===== config.mk =====
export PLATFORM = sky130hd
export DESIGN_NAME = clk_ratio_monitor
export DESIGN_NICKNAME = d
export VERILOG_FILES = /design/src/rtl/clk_div_pkg.sv /design/src/rtl/edge_sync_detect.sv /design/src/rtl/clk_ratio_monitor.sv
export SDC_FILE = /design/constraint.sdc
export NUM_CORES = 1
export LEC_CHECK = 0
export BUFFER_PORTS_ARGS = -buffer_cell sky130_fd_sc_hd__buf_4
export CAP_MARGIN = 10
export CORE_MARGIN = 5
export CORE_UTILIZATION = 53
export DETAILED_ROUTE_END_ITERATION = 8
export MAX_ROUTING_LAYER = met4
export PLACE_DENSITY = 0.7
export RECOVER_POWER = 50
export SYNTH_ARGS = -nofsm -noshare
export SYNTH_HDL_FRONTEND = slang
export SYNTH_SLANG_ARGS = --single-unit

===== constraint.sdc =====
create_clock -name clk -period 6.85 [get_ports clk]
set_clock_uncertainty 0.1 [all_clocks]
set_input_delay 1.0275 -clock clk [delete_from_list [all_inputs] [get_ports clk]]
set_output_delay 1.0275 -clock clk [all_outputs]
set_load 0.05 [all_outputs]

===== src/rtl/clk_div_pkg.sv =====
// Shared definitions for the clock divider and its ratio monitor.
// State encodings and default sizing constants.
package clk_div_pkg;

    localparam int DEF_MAX_N       = 1024;
    localparam int DEF_SYNC_STAGES = 2;

    typedef enum logic [1:0] {
        IDLE    = 2'd0,
        MEASURE = 2'd1,
        TRACK   = 2'd2,
        LOCKED  = 2'd3
    } state_t;

endpackage


===== src/rtl/edge_sync_detect.sv =====
// Multi-flop synchronizer for an asynchronous level, plus
// single-cycle rise/fall pulses on the synchronized signal.
module edge_sync_detect #(
    parameter int STAGES = 2
) (
    input  logic clk_i,
    input  logic rst_ni,
    input  logic d_i,
    output logic rise_o,
    output logic fall_o
);

    logic [STAGES-1:0] sync_q;
    logic              s_d_q;
    logic              s;

    assign s = sync_q[STAGES-1];

    always_ff @(posedge clk_i or negedge rst_ni) begin
        if (!rst_ni) begin
            sync_q <= '0;
            s_d_q  <= 1'b0;
        end else begin
            sync_q <= {sync_q[STAGES-2:0], d_i};
            s_d_q  <= s;
        end
    end

    assign rise_o = s & ~s_d_q;
    assign fall_o = ~s & s_d_q;

endmodule


===== src/rtl/clk_ratio_monitor.sv =====
// Measures period and high time of a divided clock in reference
// cycles, checks duty cycle and reports ratio lock / timeout.
module clk_ratio_monitor
    import clk_div_pkg::*;
#(
    parameter int MAX_N       = DEF_MAX_N,
    parameter int CNT_W       = $clog2(MAX_N + 1),
    parameter int SYNC_STAGES = DEF_SYNC_STAGES,
    parameter int LOCK_COUNT  = 4,
    parameter int DUTY_TOL    = 1
) (
    input  logic             clk,
    input  logic             rst,
    input  logic             clk_in,
    output logic [CNT_W-1:0] period,
    output logic [CNT_W-1:0] high_time,
    output logic             meas_valid,
    output logic             duty_ok,
    output logic             locked,
    output logic             timeout
);

    localparam int MW = $clog2(LOCK_COUNT + 1);
    localparam logic [CNT_W-1:0] MAX_C  = CNT_W'(MAX_N);
    localparam logic [MW-1:0]    LOCK_C = MW'(LOCK_COUNT);
    localparam logic [CNT_W:0]   TOL_C  = (CNT_W + 1)'(DUTY_TOL);

    logic             rise;
    logic             fall;
    state_t           state_q, state_d;
    logic [CNT_W-1:0] cnt_q;
    logic [CNT_W-1:0] hi_stage_q;
    logic             fall_seen_q;
    logic [CNT_W-1:0] period_q, period_d;
    logic [CNT_W-1:0] high_q, high_d;
    logic             mv_q, mv_d;
    logic             duty_q, duty_d;
    logic             locked_q, locked_d;
    logic             timeout_q, timeout_d;
    logic [MW-1:0]    match_q, match_d;

    logic             upd;
    logic             expire;
    logic [CNT_W-1:0] hi_val;
    logic [MW-1:0]    match_nx;
    logic [CNT_W:0]   twice_hi;
    logic [CNT_W:0]   per_x;
    logic [CNT_W:0]   diff;
    logic             duty_calc;

    edge_sync_detect #(
        .STAGES (SYNC_STAGES)
    ) u_sync (
        .clk_i  (clk),
        .rst_ni (rst),
        .d_i    (clk_in),
        .rise_o (rise),
        .fall_o (fall)
    );

    // A rise in the saturating cycle counts as a measurement, not a timeout.
    assign upd    = rise && (state_q != IDLE);
    assign expire = !rise && (state_q != IDLE) && (cnt_q == MAX_C);

    // Without a fall since the last rise, the line was high all period.
    assign hi_val   = fall_seen_q ? hi_stage_q : cnt_q;
    assign twice_hi = {hi_val, 1'b0};
    assign per_x    = {1'b0, cnt_q};
    assign diff     = (twice_hi >= per_x) ? (twice_hi - per_x)
                                          : (per_x - twice_hi);
    assign duty_calc = fall_seen_q && (diff <= TOL_C);

    always_comb begin
        match_nx = MW'(1);
        if (state_q != MEASURE && cnt_q == period_q) begin
            match_nx = (match_q >= LOCK_C) ? LOCK_C : match_q + MW'(1);
        end
    end

    always_ff @(posedge clk or negedge rst) begin
        if (!rst) state_q <= IDLE;
        else      state_q <= state_d;
    end

    always_comb begin
        state_d = state_q;
        unique case (state_q)
            IDLE: begin
                if (rise) state_d = MEASURE;
            end
            MEASURE, TRACK, LOCKED: begin
                if (expire) begin
                    state_d = IDLE;
                end else if (rise) begin
                    state_d = (match_nx >= LOCK_C) ? LOCKED : TRACK;
                end
            end
        endcase
    end

    always_comb begin
        period_d  = period_q;
        high_d    = high_q;
        duty_d    = duty_q;
        locked_d  = locked_q;
        match_d   = match_q;
        mv_d      = 1'b0;
        timeout_d = 1'b0;
        if (expire) begin
            timeout_d = 1'b1;
            locked_d  = 1'b0;
            match_d   = '0;
        end else if (upd) begin
            period_d = cnt_q;
            high_d   = hi_val;
            duty_d   = duty_calc;
            mv_d     = 1'b1;
            match_d  = match_nx;
            locked_d = (state_d == LOCKED);
        end
    end

    always_ff @(posedge clk or negedge rst) begin
        if (!rst) begin
            cnt_q       <= '0;
            hi_stage_q  <= '0;
            fall_seen_q <= 1'b0;
            period_q    <= '0;
            high_q      <= '0;
            mv_q        <= 1'b0;
            duty_q      <= 1'b0;
            locked_q    <= 1'b0;
            timeout_q   <= 1'b0;
            match_q     <= '0;
        end else begin
            if (rise) begin
                cnt_q <= CNT_W'(1);
            end else if (cnt_q != MAX_C) begin
                cnt_q <= cnt_q + CNT_W'(1);
            end
            if (fall) hi_stage_q <= cnt_q;
            if (rise)      fall_seen_q <= 1'b0;
            else if (fall) fall_seen_q <= 1'b1;
            period_q  <= period_d;
            high_q    <= high_d;
            mv_q      <= mv_d;
            duty_q    <= duty_d;
            locked_q  <= locked_d;
            timeout_q <= timeout_d;
            match_q   <= match_d;
        end
    end

    assign period     = period_q;
    assign high_time  = high_q;
    assign meas_valid = mv_q;
    assign duty_ok    = duty_q;
    assign locked     = locked_q;
    assign timeout    = timeout_q;

endmodule


==> results of run 1 <==
-- critical path: stages (launching register included) --
cell and delay, ps:
dfrtp_1 800, mux2i_1 340, inv_1 80, ha_1 400, a21o_1 200, a211o_1 300
a41oi_2 170, and2_4 280, mux2_2 370, a211oi_2 190, xnor2_1 100, o41ai_2 280
-- metal layers --
metal	global-route usage (%)	vias up
met5	-	-
met4	3.907	0
met3	5.229	11
met2	31.85	64
met1	27.85	1335
li1	-	1383
-- sequential cells by signal, summed over array words and instances (netlist names) --
register / cells
duty_ok: 1
u_sync.s_d_q: 1
hi_stage_q: 11
locked: 1
meas_valid: 1
state_q: 2
u_sync.sync_q: 2
timeout: 1
match_q: 3
high_time: 11
cnt_q: 11
period: 11
fall_seen_q: 1
-- area by class of cell --
class                      count  area share, %
clock inverter                 3         0.9840
timing repair buffer          29          5.258
sequential                    57          35.06
tap                           80          2.460
clock buffer                  13          3.659
multi-input combinational    289          49.63
inverter                      32          2.952
-- stage by stage --
stage	setup slack, ps	util [%]
6_report	3133	60.22
5_1_grt	2753	60.22
4_1_cts	3140	60.33
3_5_place_dp	3166	57.54
3_3_place_gp	3267	57.54
2_1_floorplan	3389	-
-- path summary, 6_finish.rpt --
path,slack [ps],endpoint,depth (start not counted),startpoint
max,3130,duty_ok,11,fall_seen_q
min in group asynchronous,1510,duty_ok,1,rst
min reg2reg,250,u_sync.sync_q[1],0,u_sync.sync_q[0]
max reg2reg,3130,duty_ok,11,fall_seen_q
max in group asynchronous,3510,match_q[2],1,rst
min,250,u_sync.sync_q[1],0,u_sync.sync_q[0]
-- logic make-up after synthesis --
family                     after synthesis
and+or+nand+nor                        117
AOI/OAI and AO/OA                       85
DFF                                     57
buffers and inverters                   52
xor gates and xnor gates                31
adders and majority gates               29
muxes                                   27
-- power by group --
group          leakage, nW  switching [mW]  internal [mW]
sequential           0.755          0.0541          0.381
clock               0.0974           0.127          0.177
combinational         1.26           0.522          0.390
-- layout by cell type, fill, tap and decap left out, types with 4 or more instances in the layout --
master | synthesis | layout
nor2_1 | 38 | 38
inv_1 | 32 | 32
clkbuf_1 | 13 | 4
o21ai_0 | 38 | 38
clkbuf_8 | 0 | 10
a21oi_1 | 18 | 18
mux2_2 | 12 | 12
nand3_1 | 11 | 11
xor2_1 | 14 | 14
dfrtp_1 | 57 | 57
nor3_1 | 4 | 4
o21a_1 | 5 | 5
xnor2_1 | 17 | 17
nand2_1 | 37 | 37
nor2b_1 | 7 | 7
mux2i_1 | 14 | 14
buf_4 | 0 | 27
ha_1 | 27 | 27
==> results.md, run 1 <==
* Number of synthesized flops with an enable pin at 0
* Via/cell ratio at about 5.6
* HP Class: flip-flop to flip-flop
* Outcome: finished, violations left
* Setup TNS at 0 ps
* Sequential area share after synthesis at slightly below 40%
* CTS-repair resized insts at 0
* Layout fillers at 603
* WP data arrival at about 3900 ps
* Via count at approximately 2800
* Largest family of logic cells by synthesized area: simple AND/OR/NAND/NOR gates
* Post-synth top cells: dfrtp_1 (57), nor2_1 (38), o21ai_0 (38)
* Total global routing overflow at 0
* Rel. slew slack at -91.23%
* Met2 Wirelength at 3770 um
* Die Ht at ~93 um
* Remaining antenna violation count at 0
* Post-synthesis simple-gate area fraction at 14.86%
* Final Setup Violations at 0
* Adder-cell area share of the yosys netlist at 10.32%
* Syn_nets at 430
* Mux share of post-synthesis cell area at between 7 and 8%
* Die width at ~93 um
* VDD IR max at 257.3 uV
* Post-route cell area at approximately 0.004 sq mm
* Compound-Gate Fraction of Synth Area at between 10% and 20%
* Number of global-route vias before repair at approximately 2800
* Synthesized area per cell at 9.202 sq um
* Crit path kind: flip-flop to flip-flop
* TritonCTS clock tree: done
* Final instance count without filler cells at 503
* ANT cells at 0
* Final period util at a little over half
* Average wire per standard cell at approximately 16 um
* Distinct cells, synth at a little over 50
* Initial Util at 54.20%
* Share of layout cells above drive strength 1 at ~14%
* Hold Vio Cnt, Final at 0
* RSZ-0062 raised after global routing: no
* Drt pass-1 iters at 5
* Placed cell areas at between 0.003 and 0.004 sq mm
* Max Used Layer: met4
* Clock Path Buffers at 2
* #FFs+latches synth at 57
* Worst-Skew Late Latency at ~330 ps
* Crit path capture type: flip-flop
* Leakage at ~2.1 nW
* Met3 wire length at about 350 um
* Top_reg_cell synth: dfrtp_1
* Register area at approximately 0.0014 sq mm
* Synth async-reset ratio at 100.0%
* Initial drt markers at 109
* Synthesized-area fraction occupied by xor and xnor cells at 7.414%
* Max Transition Viols Final at 58
* Synthesized area at 0.003662 sq mm
* I/O pin total at 29
* Yosys top cell by area: dfrtp_1
* Synth area leaders: dfrtp_1 (39%), ha_1 (9.2%), o21ai_0 (5.2%), xnor2_1 (4.1%), nor2_1 (3.9%)
* Worst-Margin Slew at around 2900 ps
* Failing checks: max-capacitance violations, max-slew violations
* WL final at 8052 um
* Maxcap violations at 1
* First-pass GRT wire length at approximately 14000 um
* GPL Wtd Cong at between 0.8 and 0.9
* Max Fclk at between 200 and 300 MHz
* Nets at 450
* Placed cells at 487
* Area used by multi-input combinational logic at approximately 0.0020 sq mm
* Row cnt at 30
* Core area at ~0.0068 sq mm
* Count of input and output buffers at 28
* M1 WL at around 3800 um
* Post-DP HPWL at 5914 um
* Hold buffers post-CTS at 0
* Clock root cell: clkbuf_8
* Data required, critical path at between 6000 and 7000 ps
* Num Clock Sinks at between 50 and 60
* Hold WS at about 250 ps
* Die area at slightly below 0.009 sq mm
* Final Power at between 1.5 and 2 mW
* Reg clk slew, reported paths at about 60 ps
* Initial antenna violation count at 0
* Synth top area share at roughly two fifths
* CTS buffer count at 9
* Area Overhead vs Synth at 11.10%
* Post-CTS Setup Bufs at 0
* Kind of start point of the critical path: flip-flop
* Synth Instances at 398
* Power density cells at about 400 mW/mm^2
* H-tree depth at 3
* GRT Total Usage at 20.61%
* CP Max Fanout at 14
* Yosys warnings at 0
* Largest net degree at the start of global routing at 58
* DR DRC count at 0
* Cell with the most instances after synthesis: dfrtp_1
* Final Critical Period at 3717 ps
No activity file was read; power rests on OpenSTA's default activity.
==> inputs of run 2 (changes only) <==
==> constraint.sdc (replaced) <==
create_clock -name clk -period 3.7 [get_ports clk]
set_clock_uncertainty 0.1 [all_clocks]
set_input_delay 0.555 -clock clk [delete_from_list [all_inputs] [get_ports clk]]
set_output_delay 0.555 -clock clk [all_outputs]
set_load 0.05 [all_outputs]
==> results.md, run 2 (synthesis gave the netlist of run 1 again) <==
* Most common cell after layout, fill and taps aside: dfrtp_1
* Area Overhead vs Synth at 13.84%
* Via count at between 2000 and 3000
* Final Critical Period at around 3400 ps
* CTS buffer count at 9
* Row cnt at 30
* Slowest Stage Delay on Critical Path at about 520 ps
* Worst-Margin Slew at between 1000 and 1500 ps
* Die area at a little under 0.009 sq mm
* Max Used Layer: met4
* Buf/Inv on CP at 2
* Post-DP HPWL at approximately 6300 um
* Worst-Skew Late Latency at around 340 ps
* Kind of start point of the critical path: flip-flop
* Levels on crit path at 12
* Met3 wire length at between 300 and 400 um
* Initial drt markers at 169
* Count of input and output buffers at 28
* Via/cell ratio at ~5.5
* Core area at about 0.0068 sq mm
* CP Capture Point: duty_ok
* Setup TNS at 0 ps
* Most frequent cells in the layout: dfrtp_1 (56), nor2_1 (38), nand2_1 (37), o21ai_0 (37), inv_1 (32)
* Met2 Wirelength at slightly above 4000 um
* Final period util at around 92%
* Initial antenna violation count at 0
* Initial Util at ~54%
* CP delay by family, top: simple AND/OR/NAND/NOR gates
* Clock Path Buffers at 2
* Data required, critical path at approximately 3800 ps
* VDD IR max at approximately 500 uV
* CP Max Fanout at 14
* WP data arrival at approximately 3500 ps
* RSZ-0062 raised after global routing: no
* Max Fclk at 293.3 MHz
* Register-to-register setup slack at about 290 ps
* TritonCTS clock tree: done
* H-tree depth at 3
* Reg2Reg Launch Point: fall_seen_q
* WL final at about 8600 um
* GPL Wtd Cong at between 0.8 and 0.9
* Clock root cell: clkbuf_8
* Die Ht at ~93 um
* Reg clk slew, reported paths at 70 ps
* M1 WL at around 4000 um
* Share of layout cells above drive strength 1 at approximately 16%
* Maxcap violations at 0
* Nets at between 400 and 500
* Crit path capture type: flip-flop
* Largest net degree at the start of global routing at between 50 and 60
* Average wire per standard cell at about 17 um
* First-pass GRT wire length at 14410 um
* CP Cell Sequence: buf_4 > mux2i_1 > inv_1 > ha_1 > o21ai_0 > a21oi_1 > o21ai_1 > and2_4 > or4_1 > o32ai_1 > nand4_1 > o41ai_2
* Crit path kind: flip-flop to flip-flop
* Rel. slew slack at 8.972%
* Max Transition Viols Final at 0
* Worst path slowest cell: or4_1
* Final Setup Violations at 0
* Power density cells at around 760 mW/mm^2
* Layout fillers at roughly 550
* HP Class: primary input to flip-flop
* Hold WS at 243.2 ps
* Critical path launch point: fall_seen_q
* GRT Total Usage at a little over a fifth
* Drt pass-1 iters at 4
* I/O pin total at 29
* Hold Vio Cnt, Final at 0
* ANT cells at 0
* Reg2reg end: duty_ok
* Outcome: completed
* Worst reg2reg path depth at 12
* Remaining antenna violation count at 0
* Num Clock Sinks at 57
* Number of global-route vias before repair at between 2000 and 3000
* Leakage at about 2.1 nW
* Die width at around 93 um
* Hold buffers post-CTS at 0
* DR DRC count at 0
* Total global routing overflow at 0
## run 2: what timing repair did
item | in CTS | in global routing
resized for setup | 0 | 2
buffers inserted | 0 | 0
setup endpoints to repair | 0 | 1
## run 2: power breakdown
group	internal, mW	total [mW]	switching, mW	leakage (nW)
logic	0.738	1.71	0.976	1.28
clock network	0.416	0.663	0.247	0.109
registers	0.707	0.801	0.0948	0.754
total	1.86	3.18	1.32	2.14
## run 2: layout make-up
| class | count | area [sq um] | area share (%) |
|---|---|---|---|
| multi-input combinational | 289 | 2027 | 48.62 |
| sequential | 57 | 1428 | 34.24 |
| timing repair buffer | 39 | 264.0 | 6.333 |
| clock buffer | 12 | 155.1 | 3.721 |
| inverter | 32 | 120.1 | 2.881 |
| tap | 80 | 100.1 | 2.401 |
| clock inverter | 4 | 75.07 | 1.801 |
## run 2: stage by stage
step	power (mW)	utilization, %	instance area (sq um)	std cells	setup slack, ps
final	3.178	61.70	4169	513	290.2
after detailed placement	2.494	58.65	3963	497	200.5
after CTS	3.173	62.06	4193	513	159.6
after global placement	2.475	58.65	3963	497	357.1
after floorplan	2.165	-	3662	398	238.7
after global routing	3.416	61.70	4169	513	53.98
## run 2: how the worst min path moves through the flow
stage | cells past startpoint | to | start | slack [ps]
after global placement | 0 | u_sync.sync_q[1] | u_sync.sync_q[0] | 240
after detailed placement | 0 | u_sync.sync_q[1] | u_sync.sync_q[0] | 240
after floorplan | 0 | cnt_q[0] | rst | 160
after CTS | 1 | hi_stage_q[2] | rst | 190
final | 1 | u_sync.sync_q[0] | clk_in | 240
after global routing | 1 | u_sync.sync_q[0] | clk_in | 230
## run 2: routing by layer
metal / track usage (%) / vias to the layer above
li1: - / 1408
met1: 28.94 / 1342
met2: 33.35 / 57
met3: 4.747 / 14
met4: 6.349 / 0
met5: - / -
